File: src/rtl/tpu_seq_pkg.sv
// -----------------------------------------------------------------------------
// tpu_seq_pkg
// Shared definitions for the MAC-array tile sequencer and the MAC cells:
//   - seq_state_e          : sequencer FSM state encoding
//   - MAC_LATENCY_DEFAULT  : operand-to-accumulator latency of a MAC cell
//   - cnt_width()          : counter/index width helper (never returns 0)
// No ports (package).
// -----------------------------------------------------------------------------
package tpu_seq_pkg;

    // Cycles from operand presentation at a MAC cell to its accumulator update.
    localparam int unsigned MAC_LATENCY_DEFAULT = 3;

    typedef enum logic [2:0] {
        S_IDLE  = 3'd0,
        S_CLEAR = 3'd1,
        S_FEED  = 3'd2,
        S_FLUSH = 3'd3,
        S_DRAIN = 3'd4,
        S_DONE  = 3'd5
    } seq_state_e;

    // Bits needed to hold values 0..n-1; clamped to 1 so degenerate
    // parameterisations still produce a legal vector width.
    function automatic int unsigned cnt_width(input int unsigned n);
        return (n > 1) ? $clog2(n) : 1;
    endfunction

endpackage : tpu_seq_pkg

File: src/rtl/skew_lane_gen.sv
// -----------------------------------------------------------------------------
// skew_lane_gen
// Generates the skewed operand-feed schedule for the row/column lanes of an
// output-stationary MAC array. Lane i carries real data for feed steps
// i <= s < i + k_len, with k index s - i; otherwise it is zero padding.
// Outputs are registered, so the caller presents the NEXT step value.
//
// Ports:
//   clk           in   clock
//   reset         in   asynchronous, active-low reset
//   active_i      in   next cycle is a feed cycle
//   step_i        in   next feed step s
//   k_len_i       in   latched reduction depth
//   lane_valid_o  out  per-lane valid (registered)
//   lane_k_o      out  per-lane k index, slice i = lane i (registered)
// -----------------------------------------------------------------------------
module skew_lane_gen
    import tpu_seq_pkg::*;
#(
    parameter int unsigned ARRAY_DIM = 4,
    parameter int unsigned K_MAX     = 256
) (
    input  logic                                        clk,
    input  logic                                        reset,
    input  logic                                        active_i,
    input  logic [cnt_width(K_MAX+2*ARRAY_DIM)-1:0]     step_i,
    input  logic [cnt_width(K_MAX+1)-1:0]               k_len_i,
    output logic [ARRAY_DIM-1:0]                        lane_valid_o,
    output logic [ARRAY_DIM*cnt_width(K_MAX)-1:0]       lane_k_o
);

    localparam int unsigned STEP_W = cnt_width(K_MAX + 2*ARRAY_DIM);
    localparam int unsigned LK_W   = cnt_width(K_MAX);

    logic [ARRAY_DIM-1:0]      lane_valid_d, lane_valid_q;
    logic [ARRAY_DIM*LK_W-1:0] lane_k_d, lane_k_q;
    logic [STEP_W-1:0]         rel;

    // NOTE: every variable gets a default at the top of the block so no path
    // leaves it unassigned; that is what keeps this from inferring latches.
    always_comb begin
        lane_valid_d = '0;
        lane_k_d     = '0;
        rel          = '0;
        if (active_i) begin
            for (int i = 0; i < ARRAY_DIM; i++) begin
                // rel is only meaningful once the lane's skew has elapsed,
                // which the first term guarantees (no underflow).
                rel = step_i - STEP_W'(i);
                if ((step_i >= STEP_W'(i)) && (rel < STEP_W'(k_len_i))) begin
                    lane_valid_d[i]            = 1'b1;
                    lane_k_d[i*LK_W +: LK_W]   = LK_W'(rel);
                end
            end
        end
    end

    // NOTE: sequential state uses non-blocking assignments so every flop
    // samples pre-edge values regardless of block ordering.
    always_ff @(posedge clk or negedge reset) begin
        if (!reset) begin
            lane_valid_q <= '0;
            lane_k_q     <= '0;
        end else begin
            lane_valid_q <= lane_valid_d;
            lane_k_q     <= lane_k_d;
        end
    end

    assign lane_valid_o = lane_valid_q;
    assign lane_k_o     = lane_k_q;

endmodule : skew_lane_gen

File: src/rtl/mac_array_sequencer.sv
// -----------------------------------------------------------------------------
// mac_array_sequencer
// Sequences one output-stationary tile on an ARRAY_DIM x ARRAY_DIM grid of
// pipelined MAC cells: one accumulator clear, the skewed operand feed
// (k_len + 2*(ARRAY_DIM-1) cycles), a MAC_LATENCY flush, optional row drain,
// then a one-cycle done pulse. All outputs are registered.
//
// Optional feature macro: SEQ_DRAIN_EN adds a DRAIN state and the
// drain_valid/drain_ready/drain_row handshake between FLUSH and DONE.
//
// Ports:
//   clk          in   clock
//   reset        in   asynchronous, active-low reset
//   start        in   tile start request (accepted only in IDLE)
//   k_len        in   reduction depth, latched on accept, clamped to K_MAX
//   abort        in   synchronous cancel of the running tile
//   drain_ready  in   (SEQ_DRAIN_EN) consumer accepts current drain_row
//   drain_valid  out  (SEQ_DRAIN_EN) drain_row is being presented
//   drain_row    out  (SEQ_DRAIN_EN) accumulator row being drained
//   busy         out  tile in progress (cycle after accept through DONE)
//   done         out  one-cycle completion pulse
//   mac_clear    out  global accumulator clear
//   mac_enable   out  global accumulate enable
//   lane_valid   out  lane i carries real operand data
//   lane_k       out  k index per lane (slice i), 0 when lane not valid
// -----------------------------------------------------------------------------
module mac_array_sequencer
    import tpu_seq_pkg::*;
#(
    parameter int unsigned ARRAY_DIM   = 4,
    parameter int unsigned K_MAX       = 256,
    parameter int unsigned MAC_LATENCY = MAC_LATENCY_DEFAULT
) (
    input  logic                                    clk,
    input  logic                                    reset,
    input  logic                                    start,
    input  logic [cnt_width(K_MAX+1)-1:0]           k_len,
    input  logic                                    abort,
`ifdef SEQ_DRAIN_EN
    input  logic                                    drain_ready,
    output logic                                    drain_valid,
    output logic [cnt_width(ARRAY_DIM)-1:0]         drain_row,
`endif
    output logic                                    busy,
    output logic                                    done,
    output logic                                    mac_clear,
    output logic                                    mac_enable,
    output logic [ARRAY_DIM-1:0]                    lane_valid,
    output logic [ARRAY_DIM*cnt_width(K_MAX)-1:0]   lane_k
);

    localparam int unsigned K_W        = cnt_width(K_MAX + 1);
    localparam int unsigned STEP_W     = cnt_width(K_MAX + 2*ARRAY_DIM);
    localparam int unsigned FL_W       = cnt_width(MAC_LATENCY);
    localparam int unsigned FEED_EXTRA = 2 * (ARRAY_DIM - 1);

    seq_state_e        state_q, state_d;
    logic [K_W-1:0]    k_len_q, k_len_d;
    logic [STEP_W-1:0] step_q, step_d;
    logic [FL_W-1:0]   flush_q, flush_d;
    logic              clear_d, done_d;
    logic              busy_q, done_q, mac_clear_q, mac_enable_q;
    logic [STEP_W-1:0] feed_last;

`ifdef SEQ_DRAIN_EN
    localparam int unsigned ROW_W = cnt_width(ARRAY_DIM);
    logic [ROW_W-1:0]  drain_row_q, drain_row_d;
    logic              drain_valid_q;
`endif

    // Last feed step index, T-1. Only used in FEED, where k_len_q >= 1.
    assign feed_last = STEP_W'(k_len_q) + STEP_W'(FEED_EXTRA) - STEP_W'(1);

    always_comb begin
        state_d = state_q;
        k_len_d = k_len_q;
        step_d  = step_q;
        flush_d = flush_q;
        clear_d = 1'b0;
        done_d  = 1'b0;
`ifdef SEQ_DRAIN_EN
        drain_row_d = drain_row_q;
`endif
        case (state_q)
            S_IDLE: begin
                if (start) begin
                    state_d = S_CLEAR;
                    clear_d = 1'b1;
                    step_d  = '0;
                    k_len_d = (k_len > K_W'(K_MAX)) ? K_W'(K_MAX) : k_len;
                end
            end
            S_CLEAR: begin
                flush_d = '0;
                // A zero-depth tile has nothing to feed; accumulators stay 0.
                state_d = (k_len_q == '0) ? S_FLUSH : S_FEED;
            end
            S_FEED: begin
                if (step_q == feed_last) begin
                    state_d = S_FLUSH;
                    step_d  = '0;
                end else begin
                    step_d = step_q + STEP_W'(1);
                end
            end
            S_FLUSH: begin
                // Hold enable low until the last operand has reached the
                // accumulator of cell (N-1, N-1).
                if (flush_q == FL_W'(MAC_LATENCY - 1)) begin
`ifdef SEQ_DRAIN_EN
                    state_d     = S_DRAIN;
                    drain_row_d = '0;
`else
                    state_d = S_DONE;
                    done_d  = 1'b1;
`endif
                end else begin
                    flush_d = flush_q + FL_W'(1);
                end
            end
`ifdef SEQ_DRAIN_EN
            S_DRAIN: begin
                if (drain_valid_q && drain_ready) begin
                    if (drain_row_q == ROW_W'(ARRAY_DIM - 1)) begin
                        state_d = S_DONE;
                        done_d  = 1'b1;
                    end else begin
                        drain_row_d = drain_row_q + ROW_W'(1);
                    end
                end
            end
`endif
            S_DONE:  state_d = S_IDLE;
            default: state_d = S_IDLE;
        endcase

        // Abort beats every transition outside IDLE; in IDLE start wins.
        if (abort && (state_q != S_IDLE)) begin
            state_d = S_IDLE;
            clear_d = 1'b1;
            done_d  = 1'b0;
            step_d  = '0;
            flush_d = '0;
        end
    end

    // Outputs are registered from the next-state decode so they line up
    // with the state they describe.
    always_ff @(posedge clk or negedge reset) begin
        if (!reset) begin
            state_q      <= S_IDLE;
            k_len_q      <= '0;
            step_q       <= '0;
            flush_q      <= '0;
            busy_q       <= 1'b0;
            done_q       <= 1'b0;
            mac_clear_q  <= 1'b0;
            mac_enable_q <= 1'b0;
`ifdef SEQ_DRAIN_EN
            drain_row_q   <= '0;
            drain_valid_q <= 1'b0;
`endif
        end else begin
            state_q      <= state_d;
            k_len_q      <= k_len_d;
            step_q       <= step_d;
            flush_q      <= flush_d;
            busy_q       <= (state_d != S_IDLE);
            done_q       <= done_d;
            mac_clear_q  <= clear_d;
            mac_enable_q <= (state_d == S_FEED);
`ifdef SEQ_DRAIN_EN
            drain_row_q   <= drain_row_d;
            drain_valid_q <= (state_d == S_DRAIN);
`endif
        end
    end

    skew_lane_gen #(
        .ARRAY_DIM (ARRAY_DIM),
        .K_MAX     (K_MAX)
    ) u_skew (
        .clk          (clk),
        .reset        (reset),
        .active_i     (state_d == S_FEED),
        .step_i       (step_d),
        .k_len_i      (k_len_d),
        .lane_valid_o (lane_valid),
        .lane_k_o     (lane_k)
    );

    assign busy       = busy_q;
    assign done       = done_q;
    assign mac_clear  = mac_clear_q;
    assign mac_enable = mac_enable_q;
`ifdef SEQ_DRAIN_EN
    assign drain_valid = drain_valid_q;
    assign drain_row   = drain_row_q;
`endif

endmodule : mac_array_sequencer

File: config.mk
export PLATFORM = sky130hd
export DESIGN_NAME = mac_array_sequencer
export DESIGN_NICKNAME = d
export VERILOG_FILES = /design/src/rtl/tpu_seq_pkg.sv /design/src/rtl/skew_lane_gen.sv /design/src/rtl/mac_array_sequencer.sv
export SDC_FILE = /design/constraint.sdc
export NUM_CORES = 1
export LEC_CHECK = 0
export CORE_UTILIZATION = 30
export CTS_CLUSTER_DIAMETER = 100
export CTS_CLUSTER_SIZE = 25
export DETAILED_ROUTE_END_ITERATION = 6
export GPL_TIMING_DRIVEN = 1
export PLACE_DENSITY = 0.56
export SETUP_SLACK_MARGIN = 0.1
export SLEW_MARGIN = 20
export SYNTH_ARGS = -nofsm -noshare
export SYNTH_HDL_FRONTEND = slang
export SYNTH_SLANG_ARGS = --single-unit
File: constraint.sdc
create_clock -name clk -period 7.1 [get_ports clk]
set_clock_uncertainty 0.05 [all_clocks]
set_input_delay 1.065 -clock clk [delete_from_list [all_inputs] [get_ports clk]]
set_output_delay 1.065 -clock clk [all_outputs]
set_load 0.01 [all_outputs]
==> run_results.csv <==
group,metric,value,unit
outcome,status,"complete, no violations",
clock_network,cts_resized,0,
setup_path,cp_slowest_cell,"or4_1",
global_routing,grt_pass1_vias,3387,
sta,finalHoldViolCount,0,
clock_network,worstSkewPairLatency,0.33,ns
setup_path,required,7.28,ns
logic_synthesis,synth_top_family_by_area,"simple AND/OR/NAND/NOR gates",
power,power_leakage,2.40,nW
logic_synthesis,avgSynthCellArea,9.73,um^2
layout,diodes,0,
layout,drive_gt1_share,8.16,%
logic_synthesis,synth_area_leaders,"dfrtp_1 (37%), ha_1 (13%), xnor2_1 (6.2%)",
drt,drc,0,
logic_synthesis,yosys_warnings,0,
setup_path,max_stage_delay,0.51,ns
drt,antenna_left,0,
power,finalPower,1.66,mW
setup_path,start_kind,"primary input",
clock_network,tritoncts,"done",
logic_synthesis,yosys.area_share.adder,12.8,%
logic_synthesis,synth_xor_area_share,7.07,%
placed_design,place_area,0.00490,mm^2
floorplanning,die_w,121,um
setup_path,cp_max_fo,18,
global_routing,antenna_found_initial,0,
sta,min_period,5.81,ns
clock_network,htreeDepth,3,
logic_synthesis,syn_area,0.00421,mm^2
sta,setup_tns,0,ns
sta,layout_setup_ws,1.29,ns
floorplanning,rows,42,
sta,period_share,81.8,%
setup_path,crit_path_cell_trace,"clkdlybuf4s50_1 -> nand3b_1 -> and2_1 -> inv_1 -> a21o_1 -> inv_1 -> ha_1 -> xnor2_1 -> ha_1 -> a21o_1 -> a21o_1 -> a21oi_1 -> nor2_1 -> a2111oi_0 -> nor2_1 -> or4_1 -> a31o_4 -> a311oi_2",
layout,fin_area,0.00520,mm^2
power,powerDensity,319,mW/mm^2
placed_design,globalplace.congestion,0.869,
logic_synthesis,synth_seq_cells,63,
sta,maxSlewHeadroom,34.3,%
logic_synthesis,ys_types,68,
clock_network,clockBufferDepth,2,
logic_synthesis,muxShareOfSynthArea,0.238,%
logic_synthesis,synthTopCellsByCount,"dfrtp_1 (63), ha_1 (43), nand2_1 (36)",
setup_path,crit_path_frequent_cell,"a21o_1",
logic_synthesis,ys_async_sr_fraction,100,%
job,cap_violations,0,
sta,finalSetupViolations,0,
placed_design,preCtsSetupSlack,1.02,ns
layout,regArea,0.00158,mm^2
layout,area_delta_synth_final,23.5,%
clock_network,cts-root-buf,"clkbuf_16",
logic_synthesis,synthFlopType,"dfrtp_1",
floorplanning,ios,53,
floorplanning,die_y,121,um
sta,worstMarginPinSlew,0.984,ns
layout,nets,542,
setup_path,crit_type,"in2reg",
logic_synthesis,yosys.area_share.simple,21.3,%
global_routing,grt_pass1_wl,18300,um
drt,drtIter0Drc,236,
worst_hold_path,worstHoldPathType,"reg2reg",
clock_network,numClockSinks,63,
logic_synthesis,synth_nets,489,
drt,vias,3380,
logic_synthesis,post-synth-top-count-cell,"dfrtp_1",
drt,avgViaCountPerCell,5.08,
global_routing,grt_overflow,0,
drt,drt_wl_total,11300,um
floorplanning,core_area,0.0135,mm^2
power,peakVddDrop,0.132,mV
logic_synthesis,yosys.area.top_type,"dfrtp_1",
setup_path,crit_path_end_kind,"flop",
sta,finalMaxSlewViolations,0,
clock_network,cts_buffers,9,
sta,fmaxAchievable,172,MHz
logic_synthesis,synth_compound_area_share,17.1,%
logic_synthesis,netlist.area_leader.share,37.4,%
global_routing,track_usage,16.7,%
global_routing,grt_max_degree,64,
placed_design,dp_hpwl,8580,um
logic_synthesis,synth-edff-count,0,
clock_network,post_cts_buffers,0,
clock_network,cts_hold_buf,0,
logic_synthesis,synth_cells,433,
placed_design,portBuffers,52,
logic_synthesis,synth_seq_area_share,37.4,%
floorplanning,die_area,0.0145,mm^2
layout,multi_input_area,0.00246,mm^2
drt,wire_per_inst,17.0,um
setup_path,worstPathArrival,5.99,ns
clock_network,clkTransAtPathRegs,0.05,ns
floorplanning,initial_utilization,31.3,%
drt,first_pass_iters,4,
layout,num-fill-cells,1358,
sta,rsz0062_at_grt,"no",
power breakdown:
| group | switching (mW) | internal [mW] |
|---|---|---|
| logic | 0.442 | 0.298 |
| clock network | 0.154 | 0.287 |
| registers | 0.0696 | 0.408 |
placed cells by master, fill, tap and decap left out, types with 14 or more instances in the layout:
cell type	n
nor2_1	33
xnor2_1	30
dfrtp_1	63
clkdlybuf4s50_1	51
nand2_1	36
inv_1	30
nor2b_1	16
ha_1	43
a21o_1	14
metrics by stage:
stage / utilization (%) / cells / hold slack [ns]
floorplan: - / 433 / 0.481
global placement: 36.4 / 651 / 0.496
detailed placement: 36.4 / 651 / 0.510
CTS: 38.7 / 666 / 0.516
global route: 38.7 / 666 / 0.545
finish: 38.7 / 666 / 0.514
layer usage:
metal | vias up | GRT usage (%) | share of wire [%]
met2 | 86 | 25.8 | 47
met1 | 1635 | 22.7 | 46
met4 | 0 | 7.02 | 1.6
met5 | - | 0 | 0
met3 | 12 | 3.44 | 5.8
li1 | 1647 | - | -
final cells by class:
cell class / count / share of cell area (%)
Multi-Input combinational cell: 328 / 47.4
Sequential cell: 63 / 30.3
Timing Repair Buffer: 54 / 10.2
Clock buffer: 11 / 4.86
Tap cell: 176 / 4.23
Inverter: 30 / 2.17
Clock inverter: 4 / 0.866
critical path, delay by kind of cell:
kind / cells / cell delay (ns)
buffers and inverters: 3 / 0.87
adder cells (fa/ha/maj): 2 / 0.58
XOR/XNOR: 1 / 0.22
AND/OR/NAND/NOR: 5 / 1.58
AO/OA/AOI/OAI: 7 / 1.64
cell families (layout without fill, tap and decap cells):
group                    count (synthesis)  count (layout)
multiplexers                             1               1
AO/OA/AOI/OAI                           86              86
buffers and inverters                   42              99
AND/OR/NAND/NOR                        164             164
XOR/XNOR                                34              34
flip-flops                              63              63
adder cells (fa/ha/maj)                 43              43
worst paths after layout:
path                                         from                       endpoint  slack [ns]  cells after the start
max                                         start  u_skew.lane_k_o[29]$_DFF_PN0_        1.29                     18
min in group asynchronous                   reset         flush_q[0]$_DFFE_PN0P_        0.85                      2
min reg2reg                flush_q[1]$_DFFE_PN0P_         flush_q[1]$_DFFE_PN0P_        0.51                      2
max reg2reg                  k_len_q[0]$_DFF_PN0_  u_skew.lane_k_o[13]$_DFF_PN0_        1.36                     17
max in group asynchronous                   reset  u_skew.lane_k_o[20]$_DFF_PN0_        5.63                      2
min                        flush_q[1]$_DFFE_PN0P_         flush_q[1]$_DFFE_PN0P_        0.51                      2
sequential cells by signal (all words and copies together) (netlist names):
| signal | count |
|---|---|
| u_skew.lane_k_o | 32 |
| u_skew.lane_valid_o | 4 |
| mac_enable | 1 |
| k_len_q | 9 |
| busy | 1 |
| mac_clear | 1 |
| flush_q | 2 |
| done | 1 |
| step_q | 9 |
| state_q | 3 |
(Power assumes the default switching activity.)
